===== src/rtl/uart_tx.sv =====
// uart_tx: serial transmitter with a start bit, WIDTH data bits, an optional
// even-parity bit and one stop bit. Each bit is held for DIVISOR clk cycles.
// Optional feature: define UART_TX_PARITY_EN to add the PARITY state and its bit.
module uart_tx #(
    parameter int WIDTH         = 8,
    parameter int DIVISOR       = 100,
    parameter bit LITTLE_ENDIAN = 1'b1
) (
    input  logic             clk,
    input  logic             i_reset_n,
    input  logic [WIDTH-1:0] i_data,
    input  logic             i_data_valid,
    output logic             o_ready,
    output logic             o_tx
);

    localparam int CNT_W = (DIVISOR > 1) ? $clog2(DIVISOR) : 1;
    localparam int BIT_W = $clog2(WIDTH) + 1;
    localparam logic [CNT_W-1:0] CNT_LAST = CNT_W'(DIVISOR - 1);
    localparam logic [BIT_W-1:0] BIT_LAST = BIT_W'(WIDTH - 1);

    typedef enum logic [2:0] {
        S_IDLE,
        S_START,
        S_DATA,
`ifdef UART_TX_PARITY_EN
        S_PARITY,
`endif
        S_STOP
    } state_t;

    state_t           state_q;
    logic [CNT_W-1:0] cnt_q;
    logic [BIT_W-1:0] bit_cnt_q;
    logic [WIDTH-1:0] shreg_q;
    logic             tx_q;
`ifdef UART_TX_PARITY_EN
    logic             parity_q;
`endif

    // Bit that leaves the shift register next, chosen by the configured order.
    function automatic logic next_bit(input logic [WIDTH-1:0] sr);
        return LITTLE_ENDIAN ? sr[0] : sr[WIDTH-1];
    endfunction

    // Shift register after the outgoing bit has been consumed.
    function automatic logic [WIDTH-1:0] shift_out(input logic [WIDTH-1:0] sr);
        return LITTLE_ENDIAN ? (sr >> 1) : (sr << 1);
    endfunction

    // Ready is decoded straight from the state so a new word is taken in IDLE only.
    assign o_ready = (state_q == S_IDLE);
    assign o_tx    = tx_q;

    // Frame sequencer: state, bit timing, shift register and the registered line.
    always_ff @(posedge clk) begin
        if (!i_reset_n) begin
            state_q   <= S_IDLE;
            cnt_q     <= '0;
            bit_cnt_q <= '0;
            shreg_q   <= '0;
            tx_q      <= 1'b1;
`ifdef UART_TX_PARITY_EN
            parity_q  <= 1'b0;
`endif
        end else begin
            case (state_q)
                S_IDLE: begin
                    tx_q <= 1'b1;
                    cnt_q <= '0;
                    if (i_data_valid) begin
                        // The word is captured once here; the input is ignored afterwards.
                        shreg_q   <= i_data;
                        bit_cnt_q <= '0;
                        tx_q      <= 1'b0;
                        state_q   <= S_START;
`ifdef UART_TX_PARITY_EN
                        parity_q  <= ^i_data;
`endif
                    end
                end
                S_START: begin
                    if (cnt_q == CNT_LAST) begin
                        cnt_q     <= '0;
                        bit_cnt_q <= '0;
                        tx_q      <= next_bit(shreg_q);
                        shreg_q   <= shift_out(shreg_q);
                        state_q   <= S_DATA;
                    end else begin
                        cnt_q <= cnt_q + 1'b1;
                    end
                end
                S_DATA: begin
                    if (cnt_q == CNT_LAST) begin
                        cnt_q <= '0;
                        if (bit_cnt_q == BIT_LAST) begin
`ifdef UART_TX_PARITY_EN
                            tx_q    <= parity_q;
                            state_q <= S_PARITY;
`else
                            tx_q    <= 1'b1;
                            state_q <= S_STOP;
`endif
                        end else begin
                            bit_cnt_q <= bit_cnt_q + 1'b1;
                            tx_q      <= next_bit(shreg_q);
                            shreg_q   <= shift_out(shreg_q);
                        end
                    end else begin
                        cnt_q <= cnt_q + 1'b1;
                    end
                end
`ifdef UART_TX_PARITY_EN
                S_PARITY: begin
                    if (cnt_q == CNT_LAST) begin
                        cnt_q   <= '0;
                        tx_q    <= 1'b1;
                        state_q <= S_STOP;
                    end else begin
                        cnt_q <= cnt_q + 1'b1;
                    end
                end
`endif
                S_STOP: begin
                    tx_q <= 1'b1;
                    if (cnt_q == CNT_LAST) begin
                        cnt_q   <= '0;
                        state_q <= S_IDLE;
                    end else begin
                        cnt_q <= cnt_q + 1'b1;
                    end
                end
                default: begin
                    cnt_q   <= '0;
                    tx_q    <= 1'b1;
                    state_q <= S_IDLE;
                end
            endcase
        end
    end

endmodule


===== config.mk =====
export PLATFORM = sky130hd
export DESIGN_NAME = uart_tx
export DESIGN_NICKNAME = d
export VERILOG_FILES = /design/src/rtl/uart_tx.sv
export SDC_FILE = /design/constraint.sdc
export NUM_CORES = 1
export LEC_CHECK = 0
export CAP_MARGIN = 20
export CORE_MARGIN = 2
export CORE_UTILIZATION = 57
export CTS_BUF_LIST = sky130_fd_sc_hd__clkbuf_8
export DETAILED_ROUTE_END_ITERATION = 10
export GPL_ROUTABILITY_DRIVEN = 0
export PLACE_DENSITY = 0.87
export SLEW_MARGIN = 20
export SYNTH_ARGS = -nofsm -noshare
export SYNTH_HDL_FRONTEND = slang
export SYNTH_SLANG_ARGS = --single-unit

===== constraint.sdc =====
create_clock -name clk -period 3.6 [get_ports clk]
set_clock_uncertainty 0.15 [all_clocks]
set_input_delay 0.54 -clock clk [delete_from_list [all_inputs] [get_ports clk]]
set_output_delay 0.54 -clock clk [all_outputs]
set_load 0.05 [all_outputs]

==> results by group, run 1 <==
Run status
  • Status: finished, final reports clean

Yosys
  • Largest cells by area after synthesis: dfxtp_1 34%, mux2i_1 8.4%, ha_1 7.6%
  • Area share of and/or/nand/nor cells after synthesis: 23.9%
  • Xor and xnor area share after synthesis: 3.34%
  • Gate Count Post-Synth: 131
  • Largest family of logic cells by synthesized area: simple AND/OR/NAND/NOR gates
  • Synth Area in Adders: 7.63%
  • Post-synth EDFFs: 0
  • Synth cell types: 39
  • Multiplexer area fraction after synthesis: 8.40%
  • Complex-gate fraction of the synthesized area: 17.2%
  • Mapped cell area: 0.00131 mm²
  • Share of the synthesized area in the top cell type: 33.6%
  • Post-synthesis sequential area ratio: 33.6%
  • YS warnings: 0
  • Avg Cell Area, Syn: 10.0 µm²
  • FF+latch count, synth: 22
  • Async SR Flop Fraction: 0%
  • Cell taking the most area after synthesis: dfxtp_1
  • Synthesized Nets: 150
  • Synth Flop Type: dfxtp_1

Layout
  • Area growth, synth to finish: 13.8%
  • Multi-input gate area: 792 µm²
  • Layout cells sized above 1: 11.8%
  • Antenna diodes: 0
  • Nets: 164
  • Commonest non-fill, non-tap cell in the layout: dfxtp_1
  • Non-Filler Instances: 172
  • Filler cells: 162
  • Register area: 440 µm²
  • Most frequent cells in the layout: 22 x dfxtp_1, 13 x nor2_1, 12 x clkdlybuf4s50_1
  • Post-Route Utilization: 68.1%

STA
  • Total negative slack: 0 ps
  • Post-layout min period: 2550 ps
  • Worst hold margin: 322 ps
  • Worst slew pin tran: 493 ps
  • Final hold vios: 0
  • Top achievable clock speed: 393 MHz
  • Setup Viol. Count Final: 0
  • Final Max Tran Viols: 0
  • Final worst-path cycle share: 70.7%
  • Slew headroom: 67.1%
  • Unrepaired setup endpoints after global routing: no

Detailed routing
  • DR WL/cell: 15.3 µm
  • DRC Markers: 0
  • Via count: 1014
  • WL final: 2.64 mm
  • DR iter-0 viols: 21
  • 1st-pass router iterations: 6
  • Remaining antenna violation count after routing: 0
  • Via/cell ratio: 5.90

Global routing
  • First-pass GRT wire length: 4.36 mm
  • Largest net degree at the start of global routing: 19
  • GR Util All Layers: 21.7%
  • Initial antenna violation count: 0
  • GRT Residual Overflow: 0
  • Vias in the first global route: 992

Worst setup path
  • CP max-delay cell: clkdlybuf4s50_1
  • Crit path max-delay family: buffers and inverters
  • Buf/Inv on CP: 2
  • Worst EP required: 2910 ps
  • Largest stage delay, worst path: 840 ps
  • Max FO, Critical Path: 5
  • Critical Path Sink Type: output pin
  • Crit path DAT: 1860 ps
  • Crit path cell chain: inv_1, ha_1, clkdlybuf4s50_1
  • Critical path type: reg2out
  • Startpoint types: register

Min path
  • Worst min path class: reg2reg

Clock network
  • Worst-path clk slew: 90 ps
  • # hold bufs at CTS: 0
  • Postcts setup bufs: 0
  • Root Buffer: clkbuf_8
  • Post-cts repair resize count: 0
  • Inserted Clock Buffers: 3
  • CTS tree: done
  • Sink Count: 22
  • Max Root-Sink Buffers: 2
  • Clk Latency, worst-skew pair: 270 ps
  • H-tree levels: 1

Placement
  • Port bufs: 12
  • Dpl hpwl: 1.93 mm
  • Post-Place Cells: 168

Pwr
  • Maximum VDD drop: 0.574 mV
  • Static Leakage: 0.624 nW
  • Design Power: 1.13 mW
  • PD cells: 757 mW/mm²

Die
  • Io pins: 13
  • Die width: 52.0 µm
  • Initial core utilization: 59.9%
  • Die Ht: 52.0 µm
  • Die area: 0.00270 mm²
  • Core ar.: 0.00219 mm²
  • Row count: 17

Run
  • Number of max-cap violations: 0
## worst reg2reg max path, delay by kind of cell (launching register included)
family / cells / cell delay (ps)
AND/OR/NAND/NOR: 3 / 860
adder cells (fa/ha/maj): 1 / 460
flip-flops: 1 / 360
multiplexers: 1 / 230
buffers and inverters: 1 / 130
## final cells by class
| class | instances | area share, % |
|---|---|---|
| clock buffers | 3 | 2.77 |
| clock inverters | 1 | 2.01 |
| multi-input cells | 98 | 53.1 |
| repair buffers | 13 | 8.55 |
| flip-flops and latches | 22 | 29.5 |
| inverters | 7 | 1.76 |
| well taps | 28 | 2.35 |
## routing by layer
layer	share of wire [%]	vias to the layer above	routed length, µm	global-route usage, %
met2	52	16	1380	38.6
met3	2.3	5	60	3.45
met4	1.2	0	31	9.65
met1	44	485	1160	25.4
li1	-	508	-	-
met5	0	-	0	0
## worst paths after layout
path	from	to	slack (ps)	cells past startpoint
setup / recovery	state_q[0]	o_ready	1050	3
hold / removal	shreg_q[7]	shreg_q[7]	320	2
setup reg to reg	state_q[0]	shreg_q[7]	1360	6
hold reg to reg	shreg_q[7]	shreg_q[7]	320	2
## kinds of logic after synthesis
group           count (synthesis)
compound gates                 22
buf+inv                        11
fa+ha+maj                       8
simple gates                   52
mux                            11
flops                          22
xor+xnor                        5
## Yosys cell counts, drive strengths merged (3+ instances only)
cell type / count
dfxtp: 22
nor2: 13
mux2i: 11
nand2: 9
ha: 8
inv: 7
nand4: 7
o211a: 7
nand3: 5
a21oi: 4
clkbuf: 3
nand3b: 3
xnor2: 3
## registers in the layout, summed over array words and instances (netlist names)
name,flops
state_q,2
o_tx,1
shreg_q,8
cnt_q,7
bit_cnt_q,4
## stage by stage
step	setup slack, ps	cell area (µm²)
2_1_floorplan	1350	1310
3_3_place_gp	1200	1420
3_5_place_dp	1160	1420
4_1_cts	1040	1490
5_1_grt	983	1490
6_report	1050	1490
## where the power goes
| group | total (mW) | leakage [nW] | switching [mW] | internal, mW |
|---|---|---|---|---|
| clock | 0.232 | 0.0357 | 0.0829 | 0.149 |
| combinational | 0.564 | 0.408 | 0.327 | 0.237 |
| sequential | 0.335 | 0.180 | 0.0371 | 0.297 |
| total | 1.13 | 0.624 | 0.447 | 0.683 |
Power figures use the tool's default switching activity.
==> run 2: changes to the inputs <==
--- a/config.mk
+++ b/config.mk
@@ -7,11 +7,11 @@
 export LEC_CHECK = 0
 export CAP_MARGIN = 20
 export CORE_MARGIN = 2
-export CORE_UTILIZATION = 57
+export CORE_UTILIZATION = 53
 export CTS_BUF_LIST = sky130_fd_sc_hd__clkbuf_8
 export DETAILED_ROUTE_END_ITERATION = 10
 export GPL_ROUTABILITY_DRIVEN = 0
-export PLACE_DENSITY = 0.87
+export PLACE_DENSITY = 0.85
 export SLEW_MARGIN = 20
 export SYNTH_ARGS = -nofsm -noshare
 export SYNTH_HDL_FRONTEND = slang
==> constraint.sdc (replaced) <==
create_clock -name clk -period 2.3 [get_ports clk]
set_clock_uncertainty 0.15 [all_clocks]
set_input_delay 0.345 -clock clk [delete_from_list [all_inputs] [get_ports clk]]
set_output_delay 0.345 -clock clk [all_outputs]
set_load 0.05 [all_outputs]
==> results by group, run 2 (synthesis gave the netlist of run 1 again) <==
Run status
  • Status: finished, final reports clean (unchanged)

STA
  • Slew headroom: 66.9% (was 67.1%)
  • Setup Viol. Count Final: 0 (unchanged)
  • Final worst-path cycle share: 92.3%
  • Post-layout min period: 2120 ps
  • Final Max Tran Viols: 0 (unchanged)
  • Worst slew pin tran: 495 ps (was 493 ps)
  • Total negative slack: 0 ps (unchanged)
  • Top achievable clock speed: 471 MHz
  • Final hold vios: 0 (unchanged)
  • Unrepaired setup endpoints after global routing: no (unchanged)

Worst setup path
  • Critical Path Sink Type: register (was output pin)
  • Worst reg2reg path depth: 7 (was 6)
  • Max FO, Critical Path: 10 (was 5)
  • Largest stage delay, worst path: 420 ps (was 840 ps)
  • Crit path DAT: 2170 ps (was 1860 ps)
  • CP max-delay cell: dfxtp_1 (was clkdlybuf4s50_1)
  • FF-to-FF setup slack: 180 ps (was 1360 ps)
  • Startpoint types: register (unchanged)
  • Worst EP required: 2350 ps (was 2910 ps)
  • R2R Path Start: state_q[1] (was state_q[0])
  • Crit path max-delay family: simple AND/OR/NAND/NOR gates (was buffers and inverters)
  • Critical path type: reg2reg (was reg2out)
  • Buf/Inv on CP: 2 (unchanged)
  • RR Endpoint: shreg_q[7] (unchanged)
  • Crit path cell chain: inv_1, ha_1, and2b_2, or2_1, nor3_4, buf_4, mux2i_1 (was inv_1, ha_1, clkdlybuf4s50_1)

Placement
  • Port bufs: 12 (unchanged)
  • Placed Area: 0.00144 mm² (was 0.00142 mm²)
  • Dpl hpwl: 1.84 mm (was 1.93 mm)

Global routing
  • First-pass GRT wire length: 4.41 mm (was 4.36 mm)
  • GR Util All Layers: 20.8% (was 21.7%)
  • Largest net degree at the start of global routing: 18 (was 19)
  • GRT Residual Overflow: 0 (unchanged)
  • Vias in the first global route: 991 (was 992)
  • Initial antenna violation count: 0 (unchanged)

Die
  • Die width: 53.7 µm (was 52.0 µm)
  • Io pins: 13 (unchanged)
  • Core ar.: 0.00241 mm² (was 0.00219 mm²)
  • Die Ht: 53.7 µm (was 52.0 µm)
  • Row count: 18 (was 17)
  • Initial core utilization: 54.4% (was 59.9%)
  • Die area: 0.00289 mm² (was 0.00270 mm²)

Layout
  • Most frequent cells in the layout: 22 x dfxtp_1, 13 x nor2_1, 11 x mux2i_1, 11 x clkdlybuf4s50_1 (was 22 x dfxtp_1, 13 x nor2_1, 12 x clkdlybuf4s50_1)
  • Register area: 440 µm² (unchanged)
  • Layout cells sized above 1: 13.7% (was 11.8%)
  • Multi-input gate area: 792 µm² (unchanged)
  • Largest register FFs: 8 (unchanged)
  • Commonest non-fill, non-tap cell in the layout: dfxtp_1 (unchanged)
  • Area growth, synth to finish: 15.0% (was 13.8%)
  • Post-Route Utilization: 62.6% (was 68.1%)
  • Antenna diodes: 0 (unchanged)
  • Filler cells: 207 (was 162)
  • Cell area after layout: 0.00151 mm² (was 0.00149 mm²)
  • Biggest regs: shreg_q x8, cnt_q x7, bit_cnt_q x4 (unchanged)
  • Nets: 166 (was 164)
  • Most flop-heavy register: shreg_q (unchanged)

Pwr
  • PD cells: 1190 mW/mm² (was 757 mW/mm²)
  • Net Sw Frac: 39.3% (was 39.6%)
  • Design Power: 1.80 mW (was 1.13 mW)
  • Flop pwr share: 29.0% (was 29.6%)
  • Maximum VDD drop: 0.707 mV (was 0.574 mV)
  • Net Switching: 708 µW (was 447 µW)
  • Clock share of power: 20.2% (was 20.5%)
  • Combinational share of power: 50.8% (was 49.9%)
  • Internal power: 1.09 mW (was 683 µW)
  • Static Leakage: 0.634 nW (was 0.624 nW)

Clock network
  • Root Buffer: clkbuf_8 (unchanged)
  • H-tree levels: 1 (unchanged)
  • Post-cts repair resize count: 0 (unchanged)
  • CTS tree: done (unchanged)
  • # hold bufs at CTS: 0 (unchanged)
  • Postcts setup bufs: 0 (unchanged)
  • Max Root-Sink Buffers: 2 (unchanged)
  • Inserted Clock Buffers: 3 (unchanged)
  • Worst-path clk slew: 80 ps (was 90 ps)
  • Clk Latency, worst-skew pair: 270 ps (about the same)
  • Sink Count: 22 (unchanged)

Min path
  • Hold path start: cnt_q[0] (was shreg_q[7])
  • Hold depth: 1 (was 2)
  • WHS Endpoint: cnt_q[0] (was shreg_q[7])
  • Worst min path class: reg2reg (unchanged)

Detailed routing
  • WL final: 2.62 mm (was 2.64 mm)
  • Via count: 1027 (was 1014)
  • Via/cell ratio: 5.84 (was 5.90)
  • DR iter-0 viols: 16 (was 21)
  • 1st-pass router iterations: 4 (was 6)
  • DR WL/cell: 14.9 µm (was 15.3 µm)
  • DRC Markers: 0 (unchanged)
  • Remaining antenna violation count after routing: 0 (unchanged)

Run
  • Number of max-cap violations: 0 (unchanged)
==> run 2: cell types whose count changed in the layout (fill, tap and decap cells not counted), sizes merged <==
cell,change
buf,+3
clkdlybuf4s50,-1
==> run 2: metrics by stage <==
step           cells  setup WS, ps  hold slack, ps
4_1_cts          176           175             302
5_1_grt          176          85.1             333
6_report         176           178             300
2_1_floorplan    131          51.2             268
3_3_place_gp     172           205             281
3_5_place_dp     172           147             290
==> run 2: metal layers <==
layer,global-route usage (%),routed length (µm),vias up
met3,3.61,65,7
met5,0,0,-
met2,33.5,1290,15
li1,-,-,512
met1,26.6,1210,493
met4,9.83,55,0
==> run 2: worst max path at each step <==
stage          cells after the start  slack (ps)         start            to
6_report                           7         180    state_q[1]    shreg_q[7]
2_1_floorplan                      6          50    state_q[0]  bit_cnt_q[1]
5_1_grt                            7          90    state_q[0]    shreg_q[7]
4_1_cts                            7         180    state_q[0]    shreg_q[7]
3_3_place_gp                       6         200  i_data_valid    shreg_q[7]
3_5_place_dp                       6         150  i_data_valid  bit_cnt_q[1]
==> run 2: final cells by class <==
class / instances / share of cell area [%]
multi-input cells: 98 / 52.5
clock buffers: 3 / 2.74
clock inverters: 1 / 1.99
repair buffers: 15 / 9.29
flip-flops and latches: 22 / 29.2
well taps: 30 / 2.49
inverters: 7 / 1.74
==> run 2: worst register-to-register path, delay by kind of cell (launching register included) <==
family                   cells  cell delay (ps)
adder cells (fa/ha/maj)      1              250
multiplexers                 1              190
buffers and inverters        2              310
AND/OR/NAND/NOR              3              730
flip-flops                   1              420
==> run 2: power groups by stage <==
stage / Sequential, mW / Combinational, mW / Clock [mW]
2_1_floorplan: 0.544 / 0.713 / 0
3_3_place_gp: 0.524 / 0.871 / 0
3_5_place_dp: 0.528 / 0.898 / 0
4_1_cts: 0.521 / 0.917 / 0.369
5_1_grt: 0.531 / 1.01 / 0.381
6_report: 0.522 / 0.915 / 0.364
